File: src/rtl/dm_port_arbiter_pkg.sv
// rtl/dm_port_arbiter_pkg.sv - DM op codes, arbiter states and access-check helper
package dm_port_arbiter_pkg;

    localparam logic [2:0] DM_OP_BYTE      = 3'b000;
    localparam logic [2:0] DM_OP_HALF_WORD = 3'b001;
    localparam logic [2:0] DM_OP_WORD      = 3'b010;

    localparam int DM_RAM_SIZE = 3072;

    typedef enum logic [1:0] {
        ARB_IDLE   = 2'd0,
        ARB_ACCESS = 2'd1,
        ARB_RESP   = 2'd2
    } arb_state_t;

    // Any op code the DM does not recognise behaves as a word access.
    function automatic logic op_misaligned(input logic [2:0] op, input logic [1:0] lsb);
        case (op)
            DM_OP_BYTE:      return 1'b0;
            DM_OP_HALF_WORD: return lsb[0];
            default:         return lsb != 2'b00;
        endcase
    endfunction

endpackage

File: src/rtl/dm_port_arbiter_rr_pick2.sv
// rtl/dm_port_arbiter_rr_pick2.sv - combinational 2-way round-robin picker
module rr_pick2 (
    input  logic [1:0] req,
    input  logic       last,
    output logic [1:0] grant,
    output logic       valid
);

    // On a tie the master that was not granted last time wins.
    assign grant[0] = req[0] & (~req[1] | last);
    assign grant[1] = req[1] & (~req[0] | ~last);
    assign valid    = |req;

endmodule

File: src/rtl/dm_port_arbiter.sv
// rtl/dm_port_arbiter.sv - round-robin sharing of the data memory port between two masters
module dm_port_arbiter
    import dm_port_arbiter_pkg::*;
#(
    parameter int DATA_W   = 32,
    parameter int ADDR_W   = 32,
    parameter int DM_WORDS = DM_RAM_SIZE
) (
    input  logic              i_clk,
    input  logic              i_reset_n,
    input  logic              i_m0_req,
    input  logic              i_m0_we,
    input  logic [ADDR_W-1:0] i_m0_addr,
    input  logic [DATA_W-1:0] i_m0_wdata,
    input  logic [2:0]        i_m0_dmOp,
    output logic              o_m0_ack,
    output logic              o_m0_err,
    output logic [DATA_W-1:0] o_m0_rdata,
    input  logic              i_m1_req,
    input  logic              i_m1_we,
    input  logic [ADDR_W-1:0] i_m1_addr,
    input  logic [DATA_W-1:0] i_m1_wdata,
    input  logic [2:0]        i_m1_dmOp,
    output logic              o_m1_ack,
    output logic              o_m1_err,
    output logic [DATA_W-1:0] o_m1_rdata,
    output logic              o_m0_stall,
    output logic [ADDR_W-1:0] o_dm_addr,
    output logic [DATA_W-1:0] o_dm_wdata,
    output logic              o_dm_we,
    output logic [2:0]        o_dm_op,
    input  logic [DATA_W-1:0] i_dm_rdata
);

    localparam logic [ADDR_W-3:0] DM_WORDS_LIM = (ADDR_W-2)'(DM_WORDS);

    arb_state_t        state;
    logic              last_m1;
    logic              sel_m1;
    logic              we_q;
    logic              err_q;
    logic [1:0]        grant;
    logic              pick_valid;
    logic              req_we;
    logic [ADDR_W-1:0] req_addr;
    logic [DATA_W-1:0] req_wdata;
    logic [2:0]        req_op;
    logic              req_err;
    logic [DATA_W-1:0] resp_data;

    rr_pick2 u_pick (
        .req   ({i_m1_req, i_m0_req}),
        .last  (last_m1),
        .grant (grant),
        .valid (pick_valid)
    );

    // grant is one-hot, so an AND-OR mux selects the winner's request fields.
    always_comb begin
        req_we    = (grant[0] & i_m0_we) | (grant[1] & i_m1_we);
        req_addr  = ({ADDR_W{grant[0]}} & i_m0_addr)  | ({ADDR_W{grant[1]}} & i_m1_addr);
        req_wdata = ({DATA_W{grant[0]}} & i_m0_wdata) | ({DATA_W{grant[1]}} & i_m1_wdata);
        req_op    = ({3{grant[0]}} & i_m0_dmOp)       | ({3{grant[1]}} & i_m1_dmOp);
        req_err   = op_misaligned(req_op, req_addr[1:0])
                  | (req_addr[ADDR_W-1:2] >= DM_WORDS_LIM);
        resp_data = (err_q | we_q) ? '0 : i_dm_rdata;
    end

    assign o_m0_stall = i_m0_req & ~o_m0_ack;

    always_ff @(posedge i_clk or negedge i_reset_n) begin
        if (!i_reset_n) begin
            state      <= ARB_IDLE;
            last_m1    <= 1'b1;
            sel_m1     <= 1'b0;
            we_q       <= 1'b0;
            err_q      <= 1'b0;
            o_dm_addr  <= '0;
            o_dm_wdata <= '0;
            o_dm_we    <= 1'b0;
            o_dm_op    <= '0;
            o_m0_ack   <= 1'b0;
            o_m0_err   <= 1'b0;
            o_m0_rdata <= '0;
            o_m1_ack   <= 1'b0;
            o_m1_err   <= 1'b0;
            o_m1_rdata <= '0;
        end else begin
            case (state)
                ARB_IDLE: begin
                    o_dm_we <= 1'b0;
                    if (pick_valid) begin
                        sel_m1     <= grant[1];
                        we_q       <= req_we;
                        err_q      <= req_err;
                        o_dm_addr  <= req_addr;
                        o_dm_wdata <= req_wdata;
                        o_dm_op    <= req_op;
                        o_dm_we    <= req_we & ~req_err;
                        state      <= ARB_ACCESS;
                    end
                end
                ARB_ACCESS: begin
                    o_dm_we <= 1'b0;
                    if (sel_m1) begin
                        o_m1_ack   <= 1'b1;
                        o_m1_err   <= err_q;
                        o_m1_rdata <= resp_data;
                    end else begin
                        o_m0_ack   <= 1'b1;
                        o_m0_err   <= err_q;
                        o_m0_rdata <= resp_data;
                    end
                    state <= ARB_RESP;
                end
                ARB_RESP: begin
                    o_m0_ack   <= 1'b0;
                    o_m0_err   <= 1'b0;
                    o_m0_rdata <= '0;
                    o_m1_ack   <= 1'b0;
                    o_m1_err   <= 1'b0;
                    o_m1_rdata <= '0;
                    last_m1    <= sel_m1;
                    state      <= ARB_IDLE;
                end
                default: state <= ARB_IDLE;
            endcase
        end
    end

endmodule

File: config.mk
export PLATFORM = sky130hd
export DESIGN_NAME = dm_port_arbiter
export DESIGN_NICKNAME = d
export VERILOG_FILES = /design/src/rtl/dm_port_arbiter_pkg.sv /design/src/rtl/dm_port_arbiter_rr_pick2.sv /design/src/rtl/dm_port_arbiter.sv
export SDC_FILE = /design/constraint.sdc
export NUM_CORES = 1
export LEC_CHECK = 0
export ABC_CLOCK_PERIOD_IN_PS = 2000
export CAP_MARGIN = 20
export CORE_MARGIN = 2
export CORE_UTILIZATION = 40
export DETAILED_ROUTE_END_ITERATION = 10
export PLACE_DENSITY = 0.78
export SLEW_MARGIN = 30
export SYNTH_ARGS = -nofsm -noshare
export SYNTH_HDL_FRONTEND = slang
export SYNTH_SLANG_ARGS = --single-unit
File: constraint.sdc
create_clock -name i_clk -period 2 [get_ports i_clk]
set_clock_uncertainty 0.2 [all_clocks]
set_input_delay 0.3 -clock i_clk [delete_from_list [all_inputs] [get_ports i_clk]]
set_output_delay 0.3 -clock i_clk [all_outputs]
set_load 0.02 [all_outputs]
-- Yosys cells after proc, flatten, opt, wreduce, memory -nomap -nowiden
Cells that the tools add are included.
- flip-flop bits (word level): 142
- input port bits: 172
- word-level logic and storage cells: 74
- magnitude comparators: 1
- equality and inequality tests: 6
- mux-type cells: 18
- bitwise gates (word level): 25
- reductions and logical operators: 9
- operators by type and width (kind ; number):
    bitwise AND 32 bit ; 4
    case mux 32 bit (2 select lines) ; 2
    two-way mux 32 bit ; 3
    OR 32 bit ; 2
    greater-or-equal comparator 30 x 12 -> 1 bit (second input constant) ; 1
    case mux 1 bit (2 select lines) ; 6
    bitwise AND 1 bit ; 6
    bitwise AND 3 bit ; 2
    != test 2 bit (second input constant) ; 3
    AND reduction 2 bit ; 3
    nonzero test 2 bit ; 3
    two-way mux 1 bit ; 5
    inverter 1 bit ; 5
    OR 1 bit ; 5
    case mux 2 bit (2 select lines) ; 1
    == test 3 x 1 -> 1 bit (second input constant) ; 1
    logical NOT 3 bit ; 1
    OR 3 bit ; 1
    == test 2 x 1 -> 1 bit (second input constant) ; 1
    == test 2 bit (second input constant) ; 1
    logical NOT 2 bit ; 1
    two-way mux 2 bit ; 1
    OR reduction 2 bit ; 1

-- Depth between registers and ports, before layout
Gate-level depths: netlist (run 1).
- word-level depth: 12
- mapped depth: 6
- mapped depth without buffers: 5

-- Hierarchy
From an unflattened synthesis (run 1), not the netlist that was laid out.
- cell total of the unflattened synthesis: 624
- area, all modules: 5982.0 um2
- by module, submodules not included (module ; times used ; cells each ; area an instance (um2)):
    dm_port_arbiter ; 1 ; 620 ; 5957.0
    rr_pick2 ; 1 ; 4 ; 25.0

-- Worst setup path after synthesis (run 1)
No wires, ideal clock.
- path kind: reg2reg
- from: register last_m1
- to: register o_dm_we
- library setup time: 0.122 ns
- arrival time: 1.268 ns
- data required time: 1.678 ns
- slack: 0.410 ns
- cell stages (with the launch flop): 6
- path buffers: 1
- clock period less this slack: 1.590 ns
- cells stage by stage: dfstp_2 > nand2b_1 > and2_1 > buf_6 > o21ai_0 > a32o_1
- longest elaborated chain between the ends: 12
- elaborated cells on any way between the ends: 24
- those cells by class: 1 x order compare; 1 x eq/ne; 3 x mux; 17 x bitwise; 2 x reduce/logical
- RTL lines (what ; RTL line ; text):
    start: declaration ; dm_port_arbiter.sv:38 ; logic last_m1;
    start signal: assignment ; dm_port_arbiter.sv:123 ; last_m1 <= sel_m1;
    branches (longest 9 deep; another with greater-or-equal comparator 30 x 12 -> 1 bit) ; n/a ;
    bitwise AND 1 bit (*) ; dm_port_arbiter.sv:99 ; o_dm_we <= req_we & ~req_err;
    two-way mux 1 bit (*) ; dm_port_arbiter.sv:92 ; if (pick_valid) begin
    case mux 1 bit (2 select lines) (*) ; dm_port_arbiter.sv:89 ; case (state)
    end signal: assignment ; dm_port_arbiter.sv:99 ;
    end: declaration ; dm_port_arbiter.sv:30 ; output logic o_dm_we,
Mark *: on every way between the ends.
A chain may end at the register's enable or synchronous reset.

-- Worst setup path in the final report (run 1)
- from: register o_dm_addr[19]
- to: output o_dm_addr[19]
- RTL lines (what ; RTL line ; text):
    start: declaration ; dm_port_arbiter.sv:28 ; output logic [ADDR_W-1:0] o_dm_addr,
    start signal: assignment ; dm_port_arbiter.sv:96 ; o_dm_addr <= req_addr;
No word-level cell between the ends.

==> flow_summary_export.csv, run 1 <==
group,metric,value,unit
timing,setup_viol,0,
yosys,synthCells,611,
clock_network,cts_root_buf,"clkbuf_16",
pwr,vdd_drop_max,0.0007284,V
yosys,synth_area,0.006023,mm^2
route,via_count,5917,
pwr,leakage,4.280,nW
route,dr.pass1.iters,5,
yosys,synth_top_area_cell,"dfrtp_1",
global_route,grt_pass1_wl,30.93,mm
clock_network,post_cts_buffers,0,
clock_network,clk_pin_slew_worst_paths,60,ps
route,drc_errors,0,
global_route,grt_max_degree,65,
layout,area_growth,67.16,%
clock_network,clockBufferDepth,2,
placed_design,dpl_worst_slack,-369.6,ps
layout,diodes,0,
layout,stdcell_area,0.01007,mm^2
timing,rsz0062_at_grt,"false",
status,outcome,"finished, final reports clean",
clock_network,cts_tree,"built",
pwr,power.density,1682,mW/mm^2
floorplanning,io_pins,309,
critical_path,crit_buf_inv,1,
floorplanning,rows,44,
floorplanning,start_util,41.13,%
floorplanning,die_x,126.7,um
layout,nNetsFinal,1091,
route,post_drt_wl_per_cell,17.61,um
placed_design,dpl_cell_area,0.009440,mm^2
critical_path,cp_cell_sequence,"clkdlybuf4s50_1",
yosys,synth_area_leaders,"dfrtp_1 59%, nand2_1 8.1%, nand3_1 5.7%",
timing,period_share,97.93,%
critical_path,path_delay_family,"buffers and inverters",
clock_network,cts-buffers-inserted,17,
critical_path,crit_fanout,2,
layout,regArea,0.003555,mm^2
timing,fin_ws,41.42,ps
hold_path,hold_path_class,"in2async",
clock_network,htreeDepth,4,
route,antenna_left,0,
layout,post-route-util,68.75,%
critical_path,cp.required,1500,ps
floorplanning,core_area,0.01464,mm^2
yosys,synthesis.nets,783,
yosys,ys.warnings.count,0,
yosys,synthDistinctLibCells,37,
timing,maxSlewViolCount,0,
layout,drive_gt1_share,7.419,%
route,wl,19.62,mm
timing,worst_pin_slew,502.3,ps
job,maxCapViolations,0,
layout,nFillCells,1117,
critical_path,startpoint_type,"flop",
timing,slew_headroom,66.45,%
critical_path,crit_arrival,1460,ps
critical_path,end_kind,"primary output",
global_route,track_usage,24.75,%
floorplanning,die_h,126.7,um
global_route,grt_pass1_vias,5960,
placed_design,gp_congestion,0.8651,
route,vias_per_cell,5.311,
global_route,antenna_found_initial,0,
yosys,syn-mean-instance-area,9.858,um^2
critical_path,crit_path_max_incr_delay,670,ps
route,drt_iter0_drc,422,
yosys,synth_top_area_share,58.58,%
layout,multi_input_area,0.002173,mm^2
clock_network,clkSinkCount,142,
global_route,grt_overflow,0,
critical_path,critical-path-slowest-cell,"clkdlybuf4s50_1",
placed_design,port_buffers,308,
yosys,ys_ff_latch,142,
timing,worst_hold_slack,200.5,ps
timing,finalHoldViolations,0,
timing,post-route-min-period,1959,ps
clock_network,clk_latency,420,ps
critical_path,crit_type,"reg2out",
timing,max_freq,0.5106,GHz
floorplanning,design.die.area,0.01606,mm^2
placed_design,hpwl,14.51,mm
yosys,ys_seq_area_share,59.02,%
[stage by stage]
stage	std cells	setup TNS [ps]	power, mW
after floorplan	611	0	9.442
after global placement	1083	-10340	13.53
after detailed placement	1083	-11160	13.71
after CTS	1114	0	17.09
after global routing	1114	0	17.93
final	1114	0	16.93
[layout by cell type (no fill, tap or decap), types with 2 or more instances in the layout]
cell type	count
a221oi_1	24
o21ai_0	30
nor2_1	52
bufinv_16	4
a22oi_1	42
nor2b_1	3
buf_12	15
a211oi_1	2
dfrtp_1	141
o22ai_1	2
nor4_1	8
and2_1	2
nand4_1	2
clkbuf_8	2
a21o_1	2
buf_4	12
a21oi_1	6
o21ai_1	33
nand2_1	129
clkinv_4	3
nand3_1	68
dlygate4sd2_1	2
clkinv_2	2
clkdlybuf4s50_1	305
nand2b_2	2
clkbuf_16	17
[area by class of cell]
cell class | count | share of cell area (%)
repair buffers | 336 | 34.58
well taps | 184 | 2.287
inverters | 2 | 0.07456
clock buffers | 20 | 4.536
flip-flops and latches | 142 | 35.31
clock inverters | 10 | 1.628
multi-input cells | 420 | 21.59
[synth_stat cells (all sizes together)]
cell type  instances
o21ai             64
nand2b             3
dfstp              1
or2                1
nand4              2
a32o               1
and2               3
a32oi              1
nor2b              4
a21boi             1
o22ai              2
nand3             68
nor2              53
a221oi            25
a211oi             2
dfrtp            141
and3               1
nor4               8
a21oi              6
buf               35
inv                2
clkbuf            12
nand2            130
a22oi             42
o211ai             1
a21o               2
[repair_timing]
item / CTS / global route
hold buffers: 1 / 0
endpoints found under the hold margin: 82 / 0
resized for setup: 2 / 0
endpoints found under the setup margin: 1 / 0
[kinds of logic (layout without fill, tap and decap cells)]
group	after synthesis	in the layout	share of synthesized area, %
buffers and inverters	49	368	5.172
AOI/OAI and AO/OA	147	147	16.31
and+or+nand+nor	273	273	19.51
DFF	142	142	59.02
[report_power, final]
| group | switching (mW) | leakage [nW] | internal [mW] |
|---|---|---|---|
| logic | 4.65 | 2.16 | 3.91 |
| registers | 0.788 | 1.82 | 4.26 |
| clock network | 1.18 | 0.302 | 2.14 |
| total | 6.62 | 4.28 | 10.3 |
[flip-flops by register name, summed over array words and instances (netlist names)]
register,cells
o_dm_addr,32
o_dm_wdata,32
o_m0_rdata,32
o_m1_rdata,32
o_dm_op,3
state,2
err_q,1
last_m1,1
o_dm_we,1
o_m0_ack,1
o_m0_err,1
o_m1_ack,1
o_m1_err,1
sel_m1,1
we_q,1
[final timing paths]
kind / from / endpoint / slack [ps] / cells after the start
worst min-delay path: i_reset_n / o_m1_rdata[0]$_DFFE_PN0P_ / 200 / 2
min in group i_clk: i_m1_wdata[12] / o_dm_wdata[12]$_DFFE_PN0P_ / 200 / 3
worst max-delay path: o_dm_addr[19]$_DFFE_PN0P_ / o_dm_addr[19] / 40 / 1
worst max register to register: state[1]$_DFFE_PN0P_ / o_dm_addr[21]$_DFFE_PN0P_ / 250 / 5
max in group asynchronous: i_reset_n / o_m1_rdata[15]$_DFFE_PN0P_ / 740 / 3
worst min register to register: o_m1_ack$_DFFE_PN0P_ / o_m1_ack$_DFFE_PN0P_ / 280 / 2
[routing by layer]
metal	up-vias	wire [um]	GRT usage (%)
met5	-	0	0
met4	0	514	9.373
met3	40	1793	8.773
met2	287	9612	41.02
met1	2805	7696	29.88
li1	2785	-	-
No activity file was read; power rests on OpenSTA's default activity.
==> inputs of run 2 (changes only) <==
Settings changed: SLEW_MARGIN 30 to 5, SYNTH_HIERARCHICAL set to 1.
==> run 2 against run 1 <==
  * Cell area increased by 0.61%
  * Largest power group unchanged
  * Total power is 4.2% lower
  * Critical endpoint is now o_dm_wdata[27]
  * Global-route usage up 1.9 points
  * Synthesized area down 0.69%
  * Critical path type unchanged
  * Die area shrank 0.66%
  * Clock power up 2%
  * Combinational power down 6.8%
  * Largest cell class unchanged
  * Sequential share of layout area shrank 0.21 points
  * Via count rose by 3.5%
==> flow_summary_export.csv, run 2 <==
group,metric,value,unit
timing,rsz0062_at_grt,"false",
critical_path,crit_arrival,1480,ps
critical_path,reg2reg_from,"last_m1$_DFFE_PN1P_",
global_route,track_usage,26.69,%
yosys,async_flop_share,100.0,%
timing,setup_viol,0,
clock_network,clk_pin_slew_worst_paths,60,ps
critical_path,crit_buf_inv,1,
yosys,synth_ff_type,"dfrtp_1",
critical_path,cp_cell_sequence,"clkdlybuf4s50_1",
timing,post-route-min-period,1981,ps
layout,final_common_cell,"clkdlybuf4s50_1",
critical_path,crit_fanout,2,
yosys,synth_top_area_share,58.98,%
placed_design,dpl_worst_slack,-258.3,ps
clock_network,clockBufferDepth,2,
yosys,ys.warnings.count,6,
job,maxCapViolations,0,
clock_network,clk_latency,420,ps
route,drc_errors,0,
clock_network,htreeDepth,4,
yosys,synthesis.nets,796,
yosys,syn-mean-instance-area,9.587,um^2
layout,stdcell_area,0.01013,mm^2
critical_path,cp.depth,1,
pwr,p_total,16.22,mW
timing,worst_hold_slack,156.6,ps
timing,slew_headroom,56.85,%
timing,max_freq,0.5049,GHz
floorplanning,die_x,126.3,um
layout,diodes,0,
clock_network,cts-buffers-inserted,17,
floorplanning,core_area,0.01459,mm^2
yosys,ys_ff_latch,142,
global_route,grt_pass1_wl,33.18,mm
layout,drive_gt1_share,7.749,%
route,via_count,6125,
timing,maxSlewViolCount,0,
critical_path,crit_path_max_incr_delay,690,ps
floorplanning,io_pins,309,
clock_network,cts_root_buf,"clkbuf_16",
yosys,synthCells,624,
critical_path,path_delay_family,"buffers and inverters",
route,antenna_left,0,
timing,fin_ws,19.32,ps
timing,period_share,99.03,%
clock_network,cts_tree,"built",
critical_path,cp.required,1500,ps
floorplanning,rows,44,
clock_network,clkSinkCount,142,
critical_path,critical-path-slowest-cell,"clkdlybuf4s50_1",
layout,final_cell_mix,"304 x clkdlybuf4s50_1, 141 x dfrtp_1, 140 x nor2_1",
critical_path,reg2reg_depth,5,
yosys,synth_top_area_cell,"dfrtp_1",
placed_design,port_buffers,308,
clock_network,post_cts_buffers,0,
global_route,antenna_found_initial,0,
floorplanning,die_h,126.3,um
placed_design,gp_congestion,0.8713,
yosys,synth_edf_count,0,
layout,post-route-util,69.43,%
yosys,synthDistinctLibCells,30,
global_route,grt_overflow,0,
pwr,power.density,1601,mW/mm^2
placed_design,hpwl,15.33,mm
critical_path,reg2reg_slack,100,ps
critical_path,crit_type,"reg2out",
route,drt_iter0_drc,442,
critical_path,startpoint,"o_dm_wdata[27]$_DFFE_PN0P_",
floorplanning,start_util,41.00,%
timing,worst_pin_slew,647.2,ps
layout,area_growth,69.34,%
yosys,synth_common_cells,"141 x dfrtp_1, 141 x nor2_1, 67 x a221oi_1, 67 x nand3_1, 62 x o21ai_0",
yosys,synth_area_leaders,"dfrtp_1 59%, a221oi_1 9.8%, nor2_1 8.8%",
global_route,grt_max_degree,65,
timing,finalHoldViolations,0,
layout,nNetsFinal,1101,
route,vias_per_cell,5.440,
floorplanning,design.die.area,0.01595,mm^2
route,dr.pass1.iters,4,
status,outcome,"finished, final reports clean",
critical_path,startpoint_type,"flop",
hold_path,hold_path_class,"in2async",
route,wl,20.93,mm
critical_path,end_kind,"primary output",
yosys,synth_area,0.005982,mm^2
route,post_drt_wl_per_cell,18.58,um
pwr,vdd_drop_max,0.0007931,V
placed_design,dpl_cell_area,0.009467,mm^2
pwr,leakage,4.189,nW
yosys,ys_seq_area_share,59.42,%
global_route,grt_pass1_vias,6189,
==> run 2: cell types whose count changed after synthesis, moves of 30 or more <==
cell,change
a22oi_1,-41
clkbuf_1,+30
o21ai_0,+32
nor2_1,+89
a221oi_1,+43
o21ai_1,-33
nand2_1,-81
==> run 2: final cells by class <==
| type | instances | area, um^2 |
|---|---|---|
| clock buffers | 22 | 474.2 |
| clock inverters | 10 | 160.2 |
| fillers | 1165 | 4459 |
| inverters | 4 | 15.01 |
| multi-input cells | 425 | 2260 |
| flip-flops and latches | 142 | 3555 |
| well taps | 184 | 230.2 |
| repair buffers | 339 | 3436 |
==> run 2: metal layers <==
layer	share of wire, %	wire length, um	global-route usage [%]
met1	38	7996	31.50
met2	50	10430	45.32
met3	8.3	1737	8.477
met4	3.6	763	10.92
met5	0	0	0
==> run 2: final timing paths <==
kind                                               to
min in group i_clk         o_m0_rdata[23]$_DFFE_PN0P_
setup reg to reg                  o_dm_we$_DFFE_PN0P_
hold / removal             o_m0_rdata[27]$_DFFE_PN0P_
max in group asynchronous         last_m1$_DFFE_PN1P_
hold reg to reg                  o_m1_ack$_DFFE_PN0P_
setup / recovery                       o_dm_wdata[27]
==> run 2: metrics by stage <==
stage | TNS [ps] | instances
after floorplan | 0 | 624
after global placement | -7337 | 1093
after detailed placement | -9695 | 1093
after CTS | 0 | 1126
after global routing | 0 | 1126
final | 0 | 1126
==> run 2: logic make-up after synthesis <==
family	after synthesis	synth area share, %
compound gates	151	17.59
simple gates	274	19.35
flops	142	59.42
buf+inv	57	3.639
==> run 2: what timing repair did <==
action,CTS,global route
pin swaps,0,1
endpoints found under the hold margin,141,0
hold buffers,1,0
resized for setup,1,4
endpoints found under the setup margin,1,3
==> run 2: power by group <==
group	internal (mW)	total (mW)	switching, mW
sequential	4.15	4.87	0.719
clock	2.18	3.37	1.19
combinational	3.50	7.98	4.48
